--- config.mk ---
export PLATFORM = sky130hd
export DESIGN_NAME = player_health
export DESIGN_NICKNAME = d
export VERILOG_FILES = /design/src/rtl/player_health.sv
export SDC_FILE = /design/constraint.sdc
export NUM_CORES = 1
export LEC_CHECK = 0
export CAP_MARGIN = 15
export CORE_MARGIN = 2
export CORE_UTILIZATION = 40
export CTS_BUF_LIST = sky130_fd_sc_hd__clkbuf_16
export DETAILED_ROUTE_END_ITERATION = 6
export PLACE_DENSITY_LB_ADDON = 0.2
export SLEW_MARGIN = 20
export SYNTH_ARGS = -nofsm -noshare
export SYNTH_HDL_FRONTEND = slang
export SYNTH_SLANG_ARGS = --single-unit
--- constraint.sdc ---
create_clock -name Clk -period 3.7 [get_ports Clk]
set_input_delay 0.74 -clock Clk [delete_from_list [all_inputs] [get_ports Clk]]
set_output_delay 0.74 -clock Clk [all_outputs]
set_load 0.1 [all_outputs]
--- src/rtl/player_health.sv ---
// Player health tracker: applies hits, pickups and timed regeneration, and
// drives the blood bar, invulnerability window and death flag.
module player_health #(
  parameter int MaxBlood    = 400,
  parameter int InvFrames   = 30,
  parameter int RegenDelay  = 120,
  parameter int RegenPeriod = 8,
  parameter int RegenStep   = 1,
  parameter int HealAmount  = 100
) (
  input  logic       Clk,
  input  logic       Reset,
  input  logic       Frame_Tick,
  input  logic       Game_Start,
  input  logic       Hit,
  input  logic [7:0] Hit_Damage,
  input  logic       Heal,
  output logic [9:0] Player_Blood,
  output logic       Is_Dead,
  output logic       Invincible,
  output logic       Hurt_Flash
);

  localparam int IW = ($clog2(InvFrames + 1) > 5) ? $clog2(InvFrames + 1) : 5;
  localparam int QW = ($clog2(RegenDelay + 1) > 1) ? $clog2(RegenDelay + 1) : 1;
  localparam int RW = ($clog2(RegenPeriod) > 1) ? $clog2(RegenPeriod) : 1;

  localparam logic [10:0]   MaxB      = 11'(MaxBlood);
  localparam logic [10:0]   HealA     = 11'(HealAmount);
  localparam logic [10:0]   RegenS    = 11'(RegenStep);
  localparam logic [IW-1:0] InvMax    = IW'(InvFrames);
  localparam logic [QW-1:0] QuietMax  = QW'(RegenDelay);
  localparam logic [RW-1:0] RegenLast = RW'(RegenPeriod - 1);

  typedef enum logic [1:0] {ALIVE, HURT, DEAD} state_t;

  state_t        r_state, w_nextState;
  logic [9:0]    r_blood, w_nextBlood;
  logic [IW-1:0] r_invCnt, w_nextInvCnt;
  logic [QW-1:0] r_quietCnt, w_nextQuietCnt;
  logic [RW-1:0] r_regenCnt, w_nextRegenCnt;

  logic [10:0] w_diff, w_afterHit, w_healBase, w_healSum, w_healed;
  logic [10:0] w_regenSum, w_regenCapped;
  logic        w_hitAccept, w_fatal, w_healOk, w_regenActive, w_regenWrap;

  // Saturating arithmetic; a heal stacked on a same-cycle hit starts from the post-hit value.
  always_comb begin
    w_diff        = {1'b0, r_blood} - {3'b000, Hit_Damage};
    w_afterHit    = w_diff[10] ? 11'd0 : w_diff;
    w_hitAccept   = Hit && !Game_Start && (r_state == ALIVE);
    w_fatal       = (w_afterHit == 11'd0);
    w_healBase    = w_hitAccept ? w_afterHit : {1'b0, r_blood};
    w_healSum     = w_healBase + HealA;
    w_healed      = (w_healSum > MaxB) ? MaxB : w_healSum;
    w_healOk      = Heal && (r_state != DEAD);
    w_regenSum    = {1'b0, r_blood} + RegenS;
    w_regenCapped = (w_regenSum > MaxB) ? MaxB : w_regenSum;
    w_regenActive = Frame_Tick && (r_state == ALIVE) && (r_quietCnt == QuietMax);
    w_regenWrap   = w_regenActive && (r_regenCnt == RegenLast);
  end

  always_comb begin
    w_nextState = r_state;
    if (Game_Start) begin
      w_nextState = ALIVE;
    end else begin
      case (r_state)
        ALIVE:   if (w_hitAccept) w_nextState = w_fatal ? DEAD : HURT;
        HURT:    if (Frame_Tick && (r_invCnt == IW'(1))) w_nextState = ALIVE;
        DEAD:    w_nextState = DEAD;
        default: w_nextState = ALIVE;
      endcase
    end
  end

  // An accepted hit swallows any same-cycle frame tick; DEAD freezes everything.
  always_comb begin
    w_nextBlood    = r_blood;
    w_nextInvCnt   = r_invCnt;
    w_nextQuietCnt = r_quietCnt;
    w_nextRegenCnt = r_regenCnt;
    if (Game_Start) begin
      w_nextBlood    = MaxB[9:0];
      w_nextInvCnt   = '0;
      w_nextQuietCnt = '0;
      w_nextRegenCnt = '0;
    end else if (w_hitAccept) begin
      w_nextQuietCnt = '0;
      w_nextRegenCnt = '0;
      if (w_fatal) begin
        w_nextBlood = '0;
      end else begin
        w_nextBlood  = w_healOk ? w_healed[9:0] : w_afterHit[9:0];
        w_nextInvCnt = InvMax;
      end
    end else if (r_state != DEAD) begin
      if (Frame_Tick) begin
        if (r_quietCnt != QuietMax) w_nextQuietCnt = r_quietCnt + QW'(1);
        if (r_state == HURT) w_nextInvCnt = r_invCnt - IW'(1);
      end
      if (w_regenActive) w_nextRegenCnt = w_regenWrap ? '0 : r_regenCnt + RW'(1);
      if (w_healOk) begin
        w_nextBlood = w_healed[9:0];
      end else if (w_regenWrap) begin
        w_nextBlood = w_regenCapped[9:0];
      end
    end
  end

  always_ff @(posedge Clk or posedge Reset) begin
    if (Reset) begin
      r_state    <= ALIVE;
      r_blood    <= MaxB[9:0];
      r_invCnt   <= '0;
      r_quietCnt <= '0;
      r_regenCnt <= '0;
    end else begin
      r_state    <= w_nextState;
      r_blood    <= w_nextBlood;
      r_invCnt   <= w_nextInvCnt;
      r_quietCnt <= w_nextQuietCnt;
      r_regenCnt <= w_nextRegenCnt;
    end
  end

  always_comb begin
    Player_Blood = r_blood;
    Is_Dead      = (r_state == DEAD);
    Invincible   = (r_state == HURT);
    Hurt_Flash   = (r_state == HURT) && r_invCnt[2];
  end

endmodule

==> impl_metrics.env <==
export IMPL_max_freq_mhz=277.8
export IMPL_drive_gt1_share_pct=34.69
export IMPL_synth_top_family_by_area="compound AO/OA/AOI/OAI gates"
export IMPL_hold_path_end="r_regenCnt[1]"
export IMPL_finalCriticalPeriod_ns=3.600
export IMPL_cpPeakStageDelay_ns=0.46
export IMPL_core_area_um2=6869
export IMPL_initial_core_util_pct=41.84
export IMPL_crit_family="compound AO/OA/AOI/OAI gates"
export IMPL_setup_ws_ns=0.09989
export IMPL_synth_top_area_share_pct=20.90
export IMPL_r2r_end="Player_Blood[6]"
export IMPL_yosysTopAreaCell="dfrtp_1"
export IMPL_cp_required_ns=3.86
export IMPL_start_kind="input port"
export IMPL_synth_enable_flop_cells=0
export IMPL_clockBufferDepth=2
export IMPL_gp_congestion=1.014
export IMPL_period_share_pct=97.30
export IMPL_synth_nets=397
export IMPL_die_w_um=88.77
export IMPL_clkTransAtPathRegs_ns=0.07
export IMPL_synthMuxAreaShare_pct=1.088
export IMPL_yosys_top_cells_area="dfrtp_1 21%, ha_1 7.0%, nand2_1 4.7%"
export IMPL_synth_seq_cells=27
export IMPL_portBuffers=26
export IMPL_grt_use_total_pct=23.66
export IMPL_yosysWarnings=0
export IMPL_cp_arrival_ns=3.76
export IMPL_drc=0
export IMPL_total_power_uw=2780
export IMPL_dpl_hpwl_mm=6.920
export IMPL_wire_per_inst_um=16.44
export IMPL_drt_iter0_drc=344
export IMPL_synth_fa_ha_area_share_pct=7.662
export IMPL_cts_sinks=27
export IMPL_crit_path_end_kind="flop"
export IMPL_dieArea_um2=7879
export IMPL_hold_class="flop to flop"
export IMPL_ant_nets=0
export IMPL_dpl_worst_slack_ns=-0.5601
export IMPL_worstHoldStart="r_regenCnt[1]"
export IMPL_cp_cell_sequence="clkdlybuf4s50_1, inv_1, ha_4, nand2_2, nor4_4, o21a_1, nand2b_4, nand2_1, ha_2, buf_4, a41oi_2, buf_4, xnor2_2, o21ai_2, a21boi_2, o21a_4, o41ai_2"
export IMPL_regToRegSetupSlack_ns=0.13
export IMPL_fin_nets=499
export IMPL_synth_area_per_cell_um2=7.852
export IMPL_status="finished clean"
export IMPL_power_density_nw_per_um2=664.6
export IMPL_grt_first_pass_wirelength_mm=14.66
export IMPL_synthesis_area_um2=2874
export IMPL_synth_compound_area_share_pct=30.91
export IMPL_cts_buffers=3
export IMPL_worst_path_max_delay_cell="clkdlybuf4s50_1"
export IMPL_slew_violations=0
export IMPL_clock_insertion_delay_worst_skew_ns=0.27
export IMPL_skew_ns=0.008418
export IMPL_finalSetupViolCount=0
export IMPL_reg2reg_depth=18
export IMPL_cp_num_buf_inv=4
export IMPL_area_growth_pct=45.54
export IMPL_antenna_found_initial=0
export IMPL_grt_overflow=0
export IMPL_critPathMaxFanout=6
export IMPL_yosysMostFrequentCell="nand2_1"
export IMPL_path_class="input port to flop"
export IMPL_hold_viol=0
export IMPL_seq_area_frac_synth_pct=23.64
export IMPL_fill_cells=602
export IMPL_tritoncts="yes"
export IMPL_grt_pass1_vias=3127
export IMPL_synth_commonest_cells="36 x nand2_1, 32 x nor2_1, 24 x dfrtp_1, 23 x a21oi_1, 22 x o21ai_0"
export IMPL_first_pass_iters=6
export IMPL_whs_ns=0.4973
export IMPL_cpMostUsedCell="buf_4"
export IMPL_maxSlewHeadroom_pct=35.27
export IMPL_via_per_inst=5.776
export IMPL_reg2reg_from="Player_Blood[0]"
export IMPL_synth_ff_type="dfrtp_1"
export IMPL_io_pin_count=27
export IMPL_p_leak_uw=0.001791
export IMPL_num_antenna_cells=0
export IMPL_wirelength_mm=9.255
export IMPL_root_buffer="clkbuf_16"
export IMPL_syn_inst=366
export IMPL_synth_xor_xnor_area_share_pct=5.485
export IMPL_async_reset_ff_share_pct=100.0
export IMPL_cap_violations=0
export IMPL_synth_simple_area_share_pct=25.99
export IMPL_grt_max_degree=17
export IMPL_htreeDepth=1
export IMPL_max_vdd_ir_drop_uv=289.3
export IMPL_rows=30
export IMPL_dieHeight_um=88.77
export IMPL_hold_depth=2
export IMPL_worst_slew_pin_slew_ns=0.9680
export IMPL_num_vias=3252
export IMPL_yosys_cell_types_count=73
stage by stage:
stage                     util [%]  TNS [ns]  cell area [um2]  cells
after CTS                    57.65         0             3960    555
after detailed placement     54.50    -4.832             3744    543
after global routing         60.89   -0.2038             4183    563
final                        60.89         0             4183    563
after floorplan                  -         0             2915    366
after global placement       54.50    -4.069             3744    543
worst register-to-register path, cell delays in order, from the launching register on:
cell and delay [ns]:
dfrtp_4 0.51, inv_2 0.10, ha_4 0.14, inv_2 0.03, fa_2 0.36, a211oi_4 0.31
nor4_4 0.07, o21a_1 0.22, nand2b_4 0.09, nand2_1 0.06, ha_2 0.18, and3_4 0.16
a41oi_2 0.20, buf_4 0.17, xnor2_2 0.12, o21ai_2 0.09, a21boi_2 0.16, o21a_4 0.29
o41ai_2 0.21
registers in the layout, indices dropped and copies added (netlist names):
signal	flops
Player_Blood	10
r_invCnt	5
r_state	2
r_quietCnt	7
r_regenCnt	3
how the worst max path moves through the flow:
stage	to	slack [ns]	startpoint	cells after the start
after floorplan	Player_Blood[5]	0.005	Player_Blood[7]	15
after global placement	Player_Blood[6]	-0.46	Hit_Damage[0]	17
after detailed placement	Player_Blood[6]	-0.56	Hit_Damage[0]	17
after CTS	Player_Blood[6]	0.009	Hit_Damage[5]	17
after global routing	Player_Blood[6]	-0.06	Hit	11
final	Player_Blood[6]	0.1	Hit_Damage[4]	17
cells in the final DEF (no fill, tap or decap), types with 3 or more instances in the layout:
cell type | synthesis | layout
dfrtp_2 | 0 | 4
o21a_1 | 6 | 6
a21oi_1 | 23 | 21
nand3_1 | 9 | 9
clkbuf_16 | 0 | 3
dlygate4sd2_1 | 0 | 3
a31oi_1 | 8 | 7
o31ai_1 | 8 | 3
nor2b_1 | 6 | 6
o22a_1 | 3 | 3
o31ai_4 | 0 | 3
o21ai_1 | 6 | 5
nand2_2 | 0 | 4
buf_4 | 1 | 95
nand3b_1 | 3 | 3
xnor2_1 | 7 | 6
inv_2 | 1 | 7
nor2_1 | 32 | 32
o21ai_0 | 22 | 21
nor3b_1 | 3 | 3
a211oi_1 | 3 | 3
o211ai_1 | 8 | 8
and2_1 | 4 | 4
a21o_1 | 6 | 6
nand2b_1 | 7 | 6
nor3_1 | 11 | 10
inv_1 | 19 | 13
xor2_1 | 11 | 11
clkdlybuf4s50_1 | 0 | 13
dfrtp_1 | 24 | 19
nand4_1 | 7 | 7
ha_4 | 0 | 6
or3_1 | 5 | 5
or2_2 | 3 | 3
ha_1 | 16 | 8
nand2_1 | 36 | 32
power breakdown:
group	total (uW)	internal (uW)	switching [uW]
combinational	2050	876	1170
sequential	474	370	103
clock	257	147	110
cell type report:
class | instances | area [um2] | share of cell area (%)
Clock buffer | 3 | 75.07 | 1.795
Clock inverter | 1 | 7.507 | 0.1795
Inverter | 20 | 75.07 | 1.795
Multi-Input combinational cell | 302 | 2313 | 55.31
Sequential cell | 27 | 691.9 | 16.54
Tap cell | 96 | 120.1 | 2.872
Timing Repair Buffer | 114 | 899.6 | 21.51
routing by layer:
layer  wire length, um  track usage, %
met2              4465           39.96
met5                 0               0
met1              4058           31.70
met3               461           1.959
met4               270           8.264
timing repair:
action	CTS	global route
endpoints found under the setup margin	8	13
hold buffers	0	0
resized for setup	23	31
pin swaps	16	24
buffers inserted	8	8
cell families (layout without fill, tap and decap cells):
family	after synthesis	count (layout)
DFF	27	27
muxes	3	3
xor gates and xnor gates	18	18
AOI/OAI and AO/OA	123	123
and+or+nand+nor	141	141
adders and majority gates	17	17
buffers and inverters	37	138
No activity file was read; power rests on OpenSTA's default activity.
